===== src/rtl/unified_mem_arbiter.sv =====
// Arbitrates the fetch port (IF) and data port (DM) onto one shared
// single-port memory. DM has fixed priority, limited by an anti-starvation
// burst counter. An ack timeout aborts the access and sets a sticky error.
module unified_mem_arbiter #(
    parameter int AW           = 32,
    parameter int DW           = 32,
    parameter int MAX_DM_BURST = 4,
    parameter int TIMEOUT_CYC  = 64
) (
    input  logic          clk,
    input  logic          rst,
    input  logic          if_req,
    input  logic [AW-1:0] if_addr,
    output logic [DW-1:0] if_rdata,
    output logic          if_ready,
    input  logic          dm_req,
    input  logic          dm_we,
    input  logic [AW-1:0] dm_addr,
    input  logic [DW-1:0] dm_wdata,
    output logic [DW-1:0] dm_rdata,
    output logic          dm_ready,
    output logic          mem_req,
    output logic          mem_we,
    output logic [AW-1:0] mem_addr,
    output logic [DW-1:0] mem_wdata,
    input  logic [DW-1:0] mem_rdata,
    input  logic          mem_ack,
    output logic          busy,
    output logic          bus_err
);

    localparam int SW = $clog2(MAX_DM_BURST + 1);
    localparam int TW = (TIMEOUT_CYC > 1) ? $clog2(TIMEOUT_CYC) : 1;

    typedef enum logic [1:0] {
        IDLE,
        BUSY_IF,
        BUSY_DM
    } state_t;

    state_t        state;
    logic [SW-1:0] starveCnt;
    logic [TW-1:0] toCnt;
    logic          starveHit;
    logic          timeoutHit;

    // IF has waited through a full DM burst and must be served next
    assign starveHit  = if_req && (starveCnt == SW'(MAX_DM_BURST));
    assign timeoutHit = (toCnt == TW'(TIMEOUT_CYC - 1));

    // Arbitration FSM with registered memory-side and pipeline-side outputs
    always_ff @(posedge clk) begin
        if (!rst) begin
            state     <= IDLE;
            starveCnt <= '0;
            toCnt     <= '0;
            busy      <= 1'b0;
            mem_req   <= 1'b0;
            mem_we    <= 1'b0;
            mem_addr  <= '0;
            mem_wdata <= '0;
            if_rdata  <= '0;
            dm_rdata  <= '0;
            if_ready  <= 1'b0;
            dm_ready  <= 1'b0;
            bus_err   <= 1'b0;
        end else begin
            if_ready <= 1'b0;
            dm_ready <= 1'b0;
            case (state)
                IDLE: begin
                    toCnt <= '0;
                    if (dm_req && !starveHit) begin
                        state     <= BUSY_DM;
                        busy      <= 1'b1;
                        mem_req   <= 1'b1;
                        mem_we    <= dm_we;
                        mem_addr  <= dm_addr;
                        mem_wdata <= dm_wdata;
                        if (!if_req) begin
                            starveCnt <= '0;
                        end else if (starveCnt != SW'(MAX_DM_BURST)) begin
                            starveCnt <= starveCnt + 1'b1;
                        end
                    end else if (if_req) begin
                        state     <= BUSY_IF;
                        busy      <= 1'b1;
                        mem_req   <= 1'b1;
                        mem_we    <= 1'b0;
                        mem_addr  <= if_addr;
                        starveCnt <= '0;
                    end else begin
                        starveCnt <= '0;
                    end
                end
                BUSY_IF: begin
                    if (mem_ack || timeoutHit) begin
                        state    <= IDLE;
                        busy     <= 1'b0;
                        mem_req  <= 1'b0;
                        if_ready <= 1'b1;
                        if_rdata <= mem_ack ? mem_rdata : '0;
                        if (!mem_ack) begin
                            bus_err <= 1'b1;
                        end
                    end else begin
                        toCnt <= toCnt + 1'b1;
                    end
                end
                BUSY_DM: begin
                    if (mem_ack || timeoutHit) begin
                        state    <= IDLE;
                        busy     <= 1'b0;
                        mem_req  <= 1'b0;
                        dm_ready <= 1'b1;
                        if (!mem_we) begin
                            dm_rdata <= mem_ack ? mem_rdata : '0;
                        end
                        if (!mem_ack) begin
                            bus_err <= 1'b1;
                        end
                    end else begin
                        toCnt <= toCnt + 1'b1;
                    end
                end
                default: begin
                    state   <= IDLE;
                    busy    <= 1'b0;
                    mem_req <= 1'b0;
                end
            endcase
        end
    end

endmodule


===== config.mk =====
export PLATFORM = sky130hd
export DESIGN_NAME = unified_mem_arbiter
export DESIGN_NICKNAME = d
export VERILOG_FILES = /design/src/rtl/unified_mem_arbiter.sv
export SDC_FILE = /design/constraint.sdc
export NUM_CORES = 1
export LEC_CHECK = 0
export BUFFER_PORTS_ARGS = -buffer_cell sky130_fd_sc_hd__buf_2
export CAP_MARGIN = 0
export CELL_PAD_IN_SITES_DETAIL_PLACEMENT = 0
export CELL_PAD_IN_SITES_GLOBAL_PLACEMENT = 1
export CORE_MARGIN = 2
export CORE_UTILIZATION = 35
export DETAILED_ROUTE_END_ITERATION = 12
export GPL_TIMING_DRIVEN = 1
export PLACE_DENSITY = 0.85
export RECOVER_POWER = 25
export SETUP_SLACK_MARGIN = 0.15
export SLEW_MARGIN = 5
export SYNTH_ARGS = -nofsm -noshare
export SYNTH_HDL_FRONTEND = slang
export SYNTH_SLANG_ARGS = --single-unit

===== constraint.sdc =====
create_clock -name clk -period 2.7 [get_ports clk]
set_clock_uncertainty 0.15 [all_clocks]
set_input_delay 0.54 -clock clk [delete_from_list [all_inputs] [get_ports clk]]
set_output_delay 0.54 -clock clk [all_outputs]
set_load 0.01 [all_outputs]

---- Word level (Yosys, flattened, before mapping) ----
Cells that the tools add are included.
cells by class
  equality and inequality tests ........... 9
  muxes and demuxes ....................... 19
  bitwise operators ....................... 2
  add/sub/neg operators ................... 2
  reduce and logical (&&, ||, !) cells .... 18
operators by type and width
  kind                                                    count
  2-to-1 mux 32 bit                                       3
  AND reduction 2 bit                                     8
  one-hot mux 6 bit (2 select lines)                      1
  2-to-1 mux 3 bit                                        3
  adder 6 x 1 -> 6 bit (second input constant)            1
  equality test 6 bit (second input constant)             1
  2-to-1 mux 1 bit                                        6
  2-to-1 mux 2 bit                                        3
  2-to-1 mux 6 bit                                        1
  inequality test 3 bit (second input constant)           2
  AND reduction 3 bit                                     2
  one-hot mux 2 bit (2 select lines)                      1
  nonzero test 2 bit                                      2
  adder 3 x 1 -> 3 bit (second input constant)            1
  equality test 3 bit (second input constant)             1
  inequality test 3 x 2 -> 1 bit (second input constant)  1
  equality test 2 x 1 -> 1 bit (second input constant)    1
  equality test 2 bit (second input constant)             1
  logical AND 1 bit                                       2
  logical NOT 2 bit                                       1
  inequality test 2 x 1 -> 1 bit (second input constant)  1
  inequality test 2 bit (second input constant)           1
  NOT 1 bit                                               2
  one-hot mux 1 bit (2 select lines)                      1
  3 further kinds                                         3
word-level totals
  input bits .............................. 134
  output and inout bits ................... 134
  flip-flop bits (word level) ............. 144

---- Depth between registers and ports, before layout ----
Gate-level depths: netlist of run 1.
  word-level depth ........................ 6
  mapped depth ............................ 8
  gate-level depth less buffers ........... 6

---- Worst setup path before layout of run 1 ----
Ideal clock, no wire load.
  path type ............................... register to register
  start ................................... register state[0]
  end ..................................... register toCnt[5]
  path buffers ............................ 0
  setup slack ............................. 0.834 ns
  arrival ................................. 1.594 ns
  cell stages (with the launch flop) ...... 7
  setup time .............................. 0.122 ns
  cells stage by stage .................... dfxtp_1 inv_1 ha_1 nand2b_1 a31oi_2 nor2_1 a221o_1
between the ends
  word-level cells in the longest chain between the ends .. 4
  elaborated cells between the ends (all ways) .. 8
  those cells by class .................... eq/ne (3); mux (1); reduce/logical (4)
RTL lines
  item                                                                                 RTL line  source
  start: declaration                                                                   41        state_t state;
  start signal: assignment                                                             54        state <= IDLE;
  start signal: assignment                                                             74        state <= BUSY_DM;
  start signal: assignment                                                             86        state <= BUSY_IF;
  equality test 2 bit / equality test 2 x 1 -> 1 bit (equally long branches)           70        case (state)
  OR reduction 2 bit (no source line)                                                  -
  inequality test 2 bit (no source line) / nonzero test 2 bit (equally long branches)  -
  AND reduction 2 bit (no source line)                                                 -
  end signal: assignment                                                               107       toCnt <= toCnt + 1'b1;
  end signal: assignment                                                               123       toCnt <= toCnt + 1'b1;
  end: declaration                                                                     43        logic [TW-1:0] toCnt;
Several ways; a longest one is shown, not always the timed one.
A chain may end at the register's enable or synchronous reset.

---- Worst setup path in the final report of run 1 ----
  start ................................... register state[0]
  end ..................................... register mem_wdata[7]
between the ends
  word-level cells in the longest chain between the ends .. 2
RTL lines
  item                                  RTL line  source
  logical NOT 2 bit                     70
  AND reduction 2 bit (no source line)  -
  end signal: assignment                79        mem_wdata <= dm_wdata;
  end: declaration                      25        output logic [DW-1:0] mem_wdata,
No other way between the ends.

==> results of run 1 <==
==> state kept, by name, indices dropped and copies added, names as in the netlist <==
register   count
mem_wdata     32
dm_rdata      32
mem_we         1
dm_ready       1
starveCnt      3
if_rdata      32
state          2
if_ready       1
toCnt          6
busy           1
mem_addr      32
bus_err        1
==> logic make-up after synthesis <==
group	after synthesis	synth area share (%)
compound gates	185	21.1
buf+inv	65	5.08
flops	144	53.2
fa+ha+maj	6	1.39
simple gates	235	19.2
==> layout by cell type, fill, tap and decap left out, drive strengths merged, types with 3 or more instances in the layout <==
cell and instances:
buf 217, a31oi 35, o21ai 34, o31ai 3, nand3 6, a22o 32, and3 7, ha 6
nand2 168, inv 12, dfxtp 144, clkinv 6, a21oi 72, nand4 35, clkbuf 87, nor2 7
==> tightest hold or removal path: stages <==
cell and delay, ps:
buf_2 90, nand2_1 40, a21oi_1 50
==> metal layers <==
| metal | part of all wire, % | vias to the layer above | track usage, % |
|---|---|---|---|
| met4 | 1.4 | 0 | 6.27 |
| met2 | 47 | 209 | 31.6 |
| met5 | 0 | - | 0 |
| met1 | 43 | 2452 | 22.6 |
| met3 | 8.5 | 13 | 7.48 |
| li1 | - | 2729 | - |
==> how the worst max path moves through the flow <==
stage,endpoint,startpoint
floorplan,toCnt[5],state[0]
global placement,toCnt[5],state[0]
detailed placement,toCnt[5],state[0]
CTS,toCnt[5],state[0]
global route,mem_wdata[6],state[0]
finish,mem_wdata[7],state[0]
==> metrics by stage <==
stage	worst slack (ps)	utilization, %	instance area, sq um	total power, uW	hold slack, ps
after floorplan	834	-	5410	2810	306
after global placement	672	45.5	6890	3170	286
after detailed placement	624	45.5	6890	3170	291
after CTS	602	49.4	7480	5480	192
after global routing	323	48.8	7390	5660	181
final	524	48.8	7390	5380	210
==> cell type report <==
cell class | instances | area [sq um] | area share [%]
Clock inverter | 11 | 104 | 1.41
Inverter | 9 | 33.8 | 0.457
Clock buffer | 21 | 480 | 6.50
Tap cell | 188 | 235 | 3.18
Multi-Input combinational cell | 426 | 2270 | 30.7
Sequential cell | 144 | 2880 | 39.0
Timing Repair Buffer | 283 | 1380 | 18.7
==> report_power, final <==
| part | total (uW) | leakage [uW] | internal (uW) | switching [uW] |
|---|---|---|---|---|
| combinational | 758 | 0.00177 | 292 | 465 |
| sequential | 2340 | 0.00118 | 2270 | 74.4 |
| clock | 2280 | 0.000292 | 1370 | 904 |
==> key figures, run 1 <==
Run status
  – Run status: completed

Yosys
  – Synth top area share: 53.2%
  – Synthesized instance count: 635
  – Number of synthesized flops with an enable pin: 0
  – Async SR Flop Fraction: 0%
  – Synth area leaders: dfxtp_1 53%, nand2_1 12%, a21oi_1 6.6%, a22o_1 5.2%, nand4_1 4.0%
  – Yosys top cell by area: dfxtp_1
  – Synth top cells by count: 168 x nand2_1, 144 x dfxtp_1, 71 x a21oi_1
  – Cell with the most instances after synthesis: nand2_1
  – Synthesized area per cell: 8.53 sq um
  – #FFs+latches synth: 144
  – Post-synthesis sequential area ratio: 53.2%
  – Mapped Nets: 775
  – Synth unique cells: 37
  – Dominant synthesized flop cell: dfxtp_1
  – Mapped cell area: 0.00541 sq mm
  – Warnings, synthesis: 0

Place
  – Inst Count DP: 1,050
  – GPL Wtd Cong: 0.897
  – Count of input and output buffers: 267
  – Dpl hpwl: 11.3 mm

CTS
  – CTS Buf Count: 17
  – Hold Buf Count CTS: 0
  – Worst-skew pair later-pin latency: 410 ps
  – Sink Count: 144
  – Maximum buffer depth of the clock tree: 2
  – Worst-path clk slew: 60 ps
  – CTS tree: done
  – H-tree levels: 4
  – Post_cts resized: 0
  – Post-CTS setup buffers: 0
  – Root Driver: clkbuf_16

Timing
  – Setup repair after global routing missed its margin: false
  – Slew HR: 68.5%
  – Tmin final: 2180 ps
  – Fin. max-slew vios: 0
  – Finish-stage setup viols: 0
  – Number of hold violations in the final report: 0
  – Total Neg Setup Slack: 0 ps
  – Fmax: 460 MHz
  – Worst slew pin tran: 471 ps
  – Fin crit share: 80.6%

Route
  – Routed WL: 16.0 mm
  – Pre-Repair DR Iteration Count: 4
  – Post-DRT Antenna Nets: 0
  – DRC: 0
  – DR vias/cell: 4.99
  – Vias: 5,403
  – Wire per inst: 14.8 um
  – DR iter-0 viols: 249

Floorplan
  – DIE WIDTH: 128 um
  – I/O Pins: 268
  – Placeable core region: 0.0151 sq mm
  – Chip height: 128 um
  – Site Rows: 45
  – Die Area: 0.0165 sq mm
  – Initial Util: 35.7%

Cells and area
  – Layout cell share with drive strength beyond 1: 28.9%
  – Area growth, synth to finish: 36.5%
  – Fillers: 1,550
  – Nets: 1,021
  – Ant diodes: 0
  – Non-Filler Instances: 1,082

Setup path
  – Crit Path Class: flop to flop
  – Family with the most delay on the worst path: buffers and inverters
  – CP max-delay cell: and3_1
  – R2R depth: 7
  – CP Max Fanout: 22
  – CP Data Arrival Time: 2360 ps
  – Worst Setup Start Kind: flop
  – Critical path, cell by cell: inv_1 -> ha_1 -> clkbuf_1 -> and3_1 -> buf_4 -> nand2_1 -> a21oi_1
  – Worst R2R Start: state[0]
  – Reg-to-Reg End: mem_wdata[7]
  – CP max stage delay: 460 ps
  – CP endpoint kind: flop
  – WP buf/inv: 3
  – R2R Setup Slk: 520 ps
  – CP Depth: 7
  – WP data required: 2880 ps

Global routing
  – Largest net degree at the start of global routing: 55
  – Gr usage total: 19.0%
  – Global-route wire length before repair: 24.9 mm
  – Final global-route overflow total: 0
  – Vias in the first global route: 4,967
  – Antenna violations before repair: 0

Power and ir drop
  – Pwr per Cell Area: 728 mW/mm^2
  – Pleak: 0.00324 uW
  – VDD IR max: 0.000427 V

Job
  – MaxCap Viol Count: 0

Hold path
  – Hold path depth: 3
  – Hold_sp: dm_wdata[19]
  – Hold endpoint: mem_wdata[19]
  – Worst hold path type: input pin to flop
Power figures use the tool's default switching activity.
==> run 2: changes to the inputs <==
--- a/config.mk
+++ b/config.mk
@@ -5,15 +5,16 @@
 export SDC_FILE = /design/constraint.sdc
 export NUM_CORES = 1
 export LEC_CHECK = 0
+export ABC_AREA = 1
 export BUFFER_PORTS_ARGS = -buffer_cell sky130_fd_sc_hd__buf_2
 export CAP_MARGIN = 0
 export CELL_PAD_IN_SITES_DETAIL_PLACEMENT = 0
 export CELL_PAD_IN_SITES_GLOBAL_PLACEMENT = 1
 export CORE_MARGIN = 2
-export CORE_UTILIZATION = 35
+export CORE_UTILIZATION = 32
 export DETAILED_ROUTE_END_ITERATION = 12
 export GPL_TIMING_DRIVEN = 1
-export PLACE_DENSITY = 0.85
+export PLACE_DENSITY = 0.79
 export RECOVER_POWER = 25
 export SETUP_SLACK_MARGIN = 0.15
 export SLEW_MARGIN = 5
==> constraint.sdc (replaced) <==
create_clock -name clk -period 2.1 [get_ports clk]
set_clock_uncertainty 0.15 [all_clocks]
set_input_delay 0.42 -clock clk [delete_from_list [all_inputs] [get_ports clk]]
set_output_delay 0.42 -clock clk [all_outputs]
set_load 0.01 [all_outputs]
==> key figures, run 2 <==
Power and ir drop
  – Overall power: 7740 uW
  – Pleak: 0.00441 uW
  – VDD IR max: 0.000549 V
  – Pwr per Cell Area: 915 mW/mm^2

Setup path
  – CP Max Fanout: 32
  – R2R depth: 10
  – Reg-to-Reg End: mem_wdata[5]
  – CP Data Arrival Time: 1960 ps
  – Worst R2R Start: starveCnt[0]
  – CP endpoint kind: flop
  – CP max-delay cell: dfxtp_1
  – Critical Path Start: starveCnt[0]
  – Critical Path End: mem_wdata[5]
  – WP data required: 2260 ps
  – R2R Setup Slk: 300 ps
  – CP max stage delay: 340 ps
  – Critical path, cell by cell: inv_1 -> ha_1 -> nand3_1 -> nand2_1 -> nor2_4 -> buf_4 -> inv_1 -> buf_12 -> nor2_1 -> nor2_1
  – Worst Setup Start Kind: flop
  – Crit Path Class: flop to flop

Route
  – Routed WL: 18.5 mm
  – DR vias/cell: 4.33
  – Wire per inst: 12.6 um
  – Post-DRT Antenna Nets: 0
  – Pre-Repair DR Iteration Count: 4
  – DRC: 0
  – DR iter-0 viols: 244
  – Vias: 6,349

Yosys
  – Cell with the most instances after synthesis: nand2_1
  – Mapped cell area: 0.00623 sq mm
  – Synth top area share: 46.3%
  – Mapped Nets: 1,077
  – Warnings, synthesis: 0
  – Synth top cells by count: 270 x nand2_1, 184 x nor2_1, 144 x dfxtp_1
  – Number of synthesized flops with an enable pin: 0
  – #FFs+latches synth: 144
  – Synthesized area per cell: 6.64 sq um
  – Synth unique cells: 25
  – Synth area leaders: dfxtp_1 46%, nand2_1 16%, nor2_1 11%, inv_1 6.5%, nand3_1 4.6%
  – Synthesized instance count: 937
  – Post-synthesis sequential area ratio: 46.3%
  – Yosys top cell by area: dfxtp_1
  – Async SR Flop Fraction: 0%
  – Dominant synthesized flop cell: dfxtp_1

CTS
  – Hold Buf Count CTS: 0
  – H-tree levels: 4
  – CTS tree: done
  – CTS Buf Count: 17
  – Sink Count: 144
  – Maximum buffer depth of the clock tree: 2
  – Root Driver: clkbuf_16
  – Worst-path clk slew: 60 ps
  – Worst-skew pair later-pin latency: 410 ps

Timing
  – Setup repair after global routing missed its margin: false
  – Fmax: 555 MHz
  – Finish-stage setup viols: 0
  – Tmin final: 1800 ps
  – Fin crit share: 85.8%
  – Total Neg Setup Slack: 0 ps
  – Hold slack: 71.4 ps
  – Worst slew pin tran: 465 ps
  – Setup ws final: 299 ps
  – Number of hold violations in the final report: 0
  – Slew HR: 69.0%
  – Fin. max-slew vios: 0

Floorplan
  – Initial Util: 32.3%
  – Chip height: 143 um
  – I/O Pins: 268
  – Die Area: 0.0206 sq mm
  – Site Rows: 51
  – Placeable core region: 0.0193 sq mm
  – DIE WIDTH: 143 um

Global routing
  – Vias in the first global route: 5,724
  – Antenna violations before repair: 0
  – Gr usage total: 17.7%
  – Global-route wire length before repair: 28.8 mm
  – Final global-route overflow total: 0
  – Largest net degree at the start of global routing: 55

Place
  – Count of input and output buffers: 267
  – Dpl hpwl: 13.0 mm
  – Setup WS pre-CTS: 283 ps
  – GPL Wtd Cong: 0.818
  – Inst Count DP: 1,433

Cells and area
  – Layout cell share with drive strength beyond 1: 21.9%
  – Commonest cells after routing, fill and taps aside: 269 x nand2_1, 198 x buf_2, 183 x nor2_1, 144 x dfxtp_1, 106 x inv_1
  – Area growth, synth to finish: 35.9%
  – Ant diodes: 0
  – Non-Filler Instances: 1,465
  – Most common cell after layout, fill and taps aside: nand2_1
  – Nets: 1,327

Run status
  – Run status: completed

Job
  – MaxCap Viol Count: 0

Hold path
  – Worst hold path type: input pin to flop
==> run 2: cell types whose count changed after synthesis, sizes merged, moves of 6 or more <==
cell | before | now
inv | 9 | 111
buf | 19 | 25
a22o | 32 | 0
and3 | 7 | 0
a21oi | 72 | 48
nor2 | 7 | 185
nand2 | 168 | 270
nand3 | 6 | 59
a31oi | 35 | 0
nand4 | 35 | 16
==> run 2: critical path: cells and delay by family, from the launching register on <==
| family | cells | cell delay, ps |
|---|---|---|
| and+or+nand+nor | 5 | 500 |
| adders and majority gates | 1 | 190 |
| DFF | 1 | 340 |
| buffers and inverters | 4 | 510 |
==> run 2: how the worst min path moves through the flow <==
stage,slack (ps),end,startpoint,cells after the start
CTS,50,mem_wdata[7],dm_wdata[7],3
finish,70,mem_wdata[7],dm_wdata[7],3
global placement,290,bus_err,bus_err,2
detailed placement,300,bus_err,bus_err,2
global route,60,mem_wdata[7],dm_wdata[7],3
floorplan,310,toCnt[5],toCnt[5],2
==> run 2: final cells by class <==
cell class | count | area, sq um
Multi-Input combinational cell | 624 | 2680
Timing Repair Buffer | 288 | 1480
Clock buffer | 18 | 429
Tap cell | 265 | 332
Sequential cell | 144 | 2880
Fill cell | 2093 | 10800
Inverter | 112 | 420
Clock inverter | 14 | 229
==> run 2: cell families (layout without fill, tap and decap cells) <==
group / after synthesis / in the layout / synth area share, %
fa+ha+maj: 6 / 6 / 1.21
flops: 144 / 144 / 46.3
buf+inv: 169 / 432 / 10.9
xor+xnor: 1 / 1 / 0.141
compound gates: 86 / 86 / 7.30
simple gates: 531 / 531 / 34.2
==> run 2: power breakdown <==
part           total [uW]  internal [uW]  switching (uW)
sequential           3060           2950             113
combinational        1290            493             799
clock                3390           2140            1250
==> run 2: stage by stage <==
stage	instance area [sq um]	utilization, %
after floorplan	6230	-
after global placement	7880	40.9
after detailed placement	7880	40.9
after CTS	8540	44.3
after global routing	8460	43.9
final	8460	43.9
==> run 2: per-layer routing <==
metal | vias up | share of wire, % | GRT usage (%)
met3 | 6 | 7.7 | 5.90
met4 | 0 | 0.47 | 5.01
met2 | 213 | 45 | 28.8
met1 | 2778 | 47 | 22.5
met5 | - | 0 | 0
li1 | 3352 | - | -
==> run 2: what timing repair did <==
action                                  in CTS  in global routing
setup buffers                                0                  0
endpoints found under the setup margin       0                 72
resized for setup                            0                  4
==> run 3: changes to the inputs <==
--- a/config.mk
+++ b/config.mk
@@ -11,10 +11,11 @@
 export CELL_PAD_IN_SITES_DETAIL_PLACEMENT = 0
 export CELL_PAD_IN_SITES_GLOBAL_PLACEMENT = 1
 export CORE_MARGIN = 2
-export CORE_UTILIZATION = 32
+export CORE_UTILIZATION = 33
+export CTS_BUF_LIST = sky130_fd_sc_hd__clkbuf_4 sky130_fd_sc_hd__clkbuf_8
 export DETAILED_ROUTE_END_ITERATION = 12
 export GPL_TIMING_DRIVEN = 1
-export PLACE_DENSITY = 0.79
+export PLACE_DENSITY = 0.81
 export RECOVER_POWER = 25
 export SETUP_SLACK_MARGIN = 0.15
 export SLEW_MARGIN = 5
==> key figures, run 3 (same netlist as run 2, synthesis figures left out) <==
Global routing
  – Final global-route overflow total: 0
  – Gr busiest metal: met2
  – Global Route met3 Usage: 7.29%
  – Met1 usage: 23.3%
  – Antenna violations before repair: 2
  – Gr usage total: 18.5%
  – Global-route wire length before repair: 29.8 mm
  – GR Util met2: 29.5%
  – Largest net degree at the start of global routing: 51
  – Vias in the first global route: 5,999

Route
  – Vias: 6,354
  – DRC: 0
  – Pre-Repair DR Iteration Count: 4
  – DR vias/cell: 4.43
  – Wire per inst: 13.0 um
  – DR iter-0 viols: 183
  – Post-DRT Antenna Nets: 0
  – Routed WL: 18.6 mm

CTS
  – Root Driver: clkbuf_8
  – CTS tree: done
  – CTS Buf Count: 17
  – Post-CTS setup buffers: 0
  – Sink Count: 144
  – Hold Buf Count CTS: 0
  – Worst-skew pair later-pin latency: 440 ps
  – H-tree levels: 4
  – Maximum buffer depth of the clock tree: 2
  – Worst-path clk slew: 90 ps

Floorplan
  – Chip height: 141 um
  – DIE WIDTH: 141 um
  – Initial Util: 33.5%
  – Placeable core region: 0.0186 sq mm
  – Die Area: 0.0200 sq mm
  – I/O Pins: 268
  – Site Rows: 50

Job
  – MaxCap Viol Count: 0

Power and ir drop
  – Pleak: 0.00428 uW
  – Overall power: 6550 uW
  – VDD IR max: 0.000341 V
  – Pwr per Cell Area: 803 mW/mm^2

Cells and area
  – Fillers: 2,038
  – Layout cell share with drive strength beyond 1: 21.8%
  – Ant diodes: 0
  – Core Util, Final: 43.9%
  – Nets: 1,327
  – Design Area, Final: 0.00815 sq mm
  – Area growth, synth to finish: 30.9%
  – Most common cell after layout, fill and taps aside: nand2_1
  – Commonest cells after routing, fill and taps aside: 270 x nand2_1, 199 x buf_2, 184 x nor2_1, 144 x dfxtp_1, 107 x inv_1

Place
  – Placed cell area: 0.00785 sq mm
  – GPL Wtd Cong: 0.847
  – Dpl hpwl: 13.1 mm
  – Count of input and output buffers: 267

Timing
  – Fmax: 557 MHz
  – Finish-stage setup viols: 0
  – Setup repair after global routing missed its margin: false
  – Total Neg Setup Slack: 0 ps
  – Fin crit share: 85.4%
  – Fin. max-slew vios: 0
  – Slew HR: 66.8%
  – Number of hold violations in the final report: 0
  – Hold slack: 43.2 ps
  – Worst slew pin tran: 498 ps
  – Tmin final: 1790 ps

Setup path
  – CP Max Fanout: 50
  – Critical Path Start: toCnt[0]
  – CP endpoint kind: flop
  – WP data required: 2300 ps
  – Crit Path Class: flop to flop
  – CP Data Arrival Time: 1990 ps
  – Worst Setup Start Kind: flop
  – Worst R2R Start: toCnt[0]

Run status
  – Run status: completed

Hold path
  – Hold_sp: dm_wdata[0]
  – Worst hold path type: input pin to flop
[run 3: where the power goes]
| group | switching (uW) | internal [uW] | leakage [uW] |
|---|---|---|---|
| sequential | 112 | 2950 | 0.00118 |
| combinational | 799 | 508 | 0.00292 |
| clock | 1210 | 970 | 0.000184 |
[run 3: final timing paths]
check	endpoint	slack, ps	cells past startpoint
max	dm_rdata[27]	310	7
min	mem_wdata[0]	40	3
max reg2reg	dm_rdata[27]	310	7
min reg2reg	bus_err	310	2
[run 3: metal layers]
layer,up-vias,wire length [um]
met2,212,8310
li1,3349,-
met5,-,0
met3,16,1710
met4,0,206
met1,2777,8380
[run 3: layout make-up]
type                            instances  area (sq um)  share of cell area [%]
Inverter                              112           420                    5.16
Sequential cell                       144          2880                    35.4
Tap cell                              234           293                    3.59
Timing Repair Buffer                  288          1500                    18.4
Clock buffer                           17           234                    2.87
Multi-Input combinational cell        624          2670                    32.8
Clock inverter                         15           149                    1.83
[run 3: timing repair]
action | 4_1_cts | 5_1_grt
gates resized for setup | 0 | 1
endpoints found under the hold margin | 0 | 0
setup endpoints to repair | 0 | 4
[run 3: metrics by stage]
stage               std cells  setup slack, ps
CTS                      1434              298
detailed placement       1402              306
global route             1434              153
global placement         1402              310
finish                   1434              306
floorplan                 937              414
[run 3: worst max-delay path, stage by stage, from the launching register on]
cell	delay (ps)
dfxtp_1	400
ha_1	230
nand2_1	170
o21bai_4	250
nand3_4	90
buf_12	190
nor2_1	130
nor2_1	60
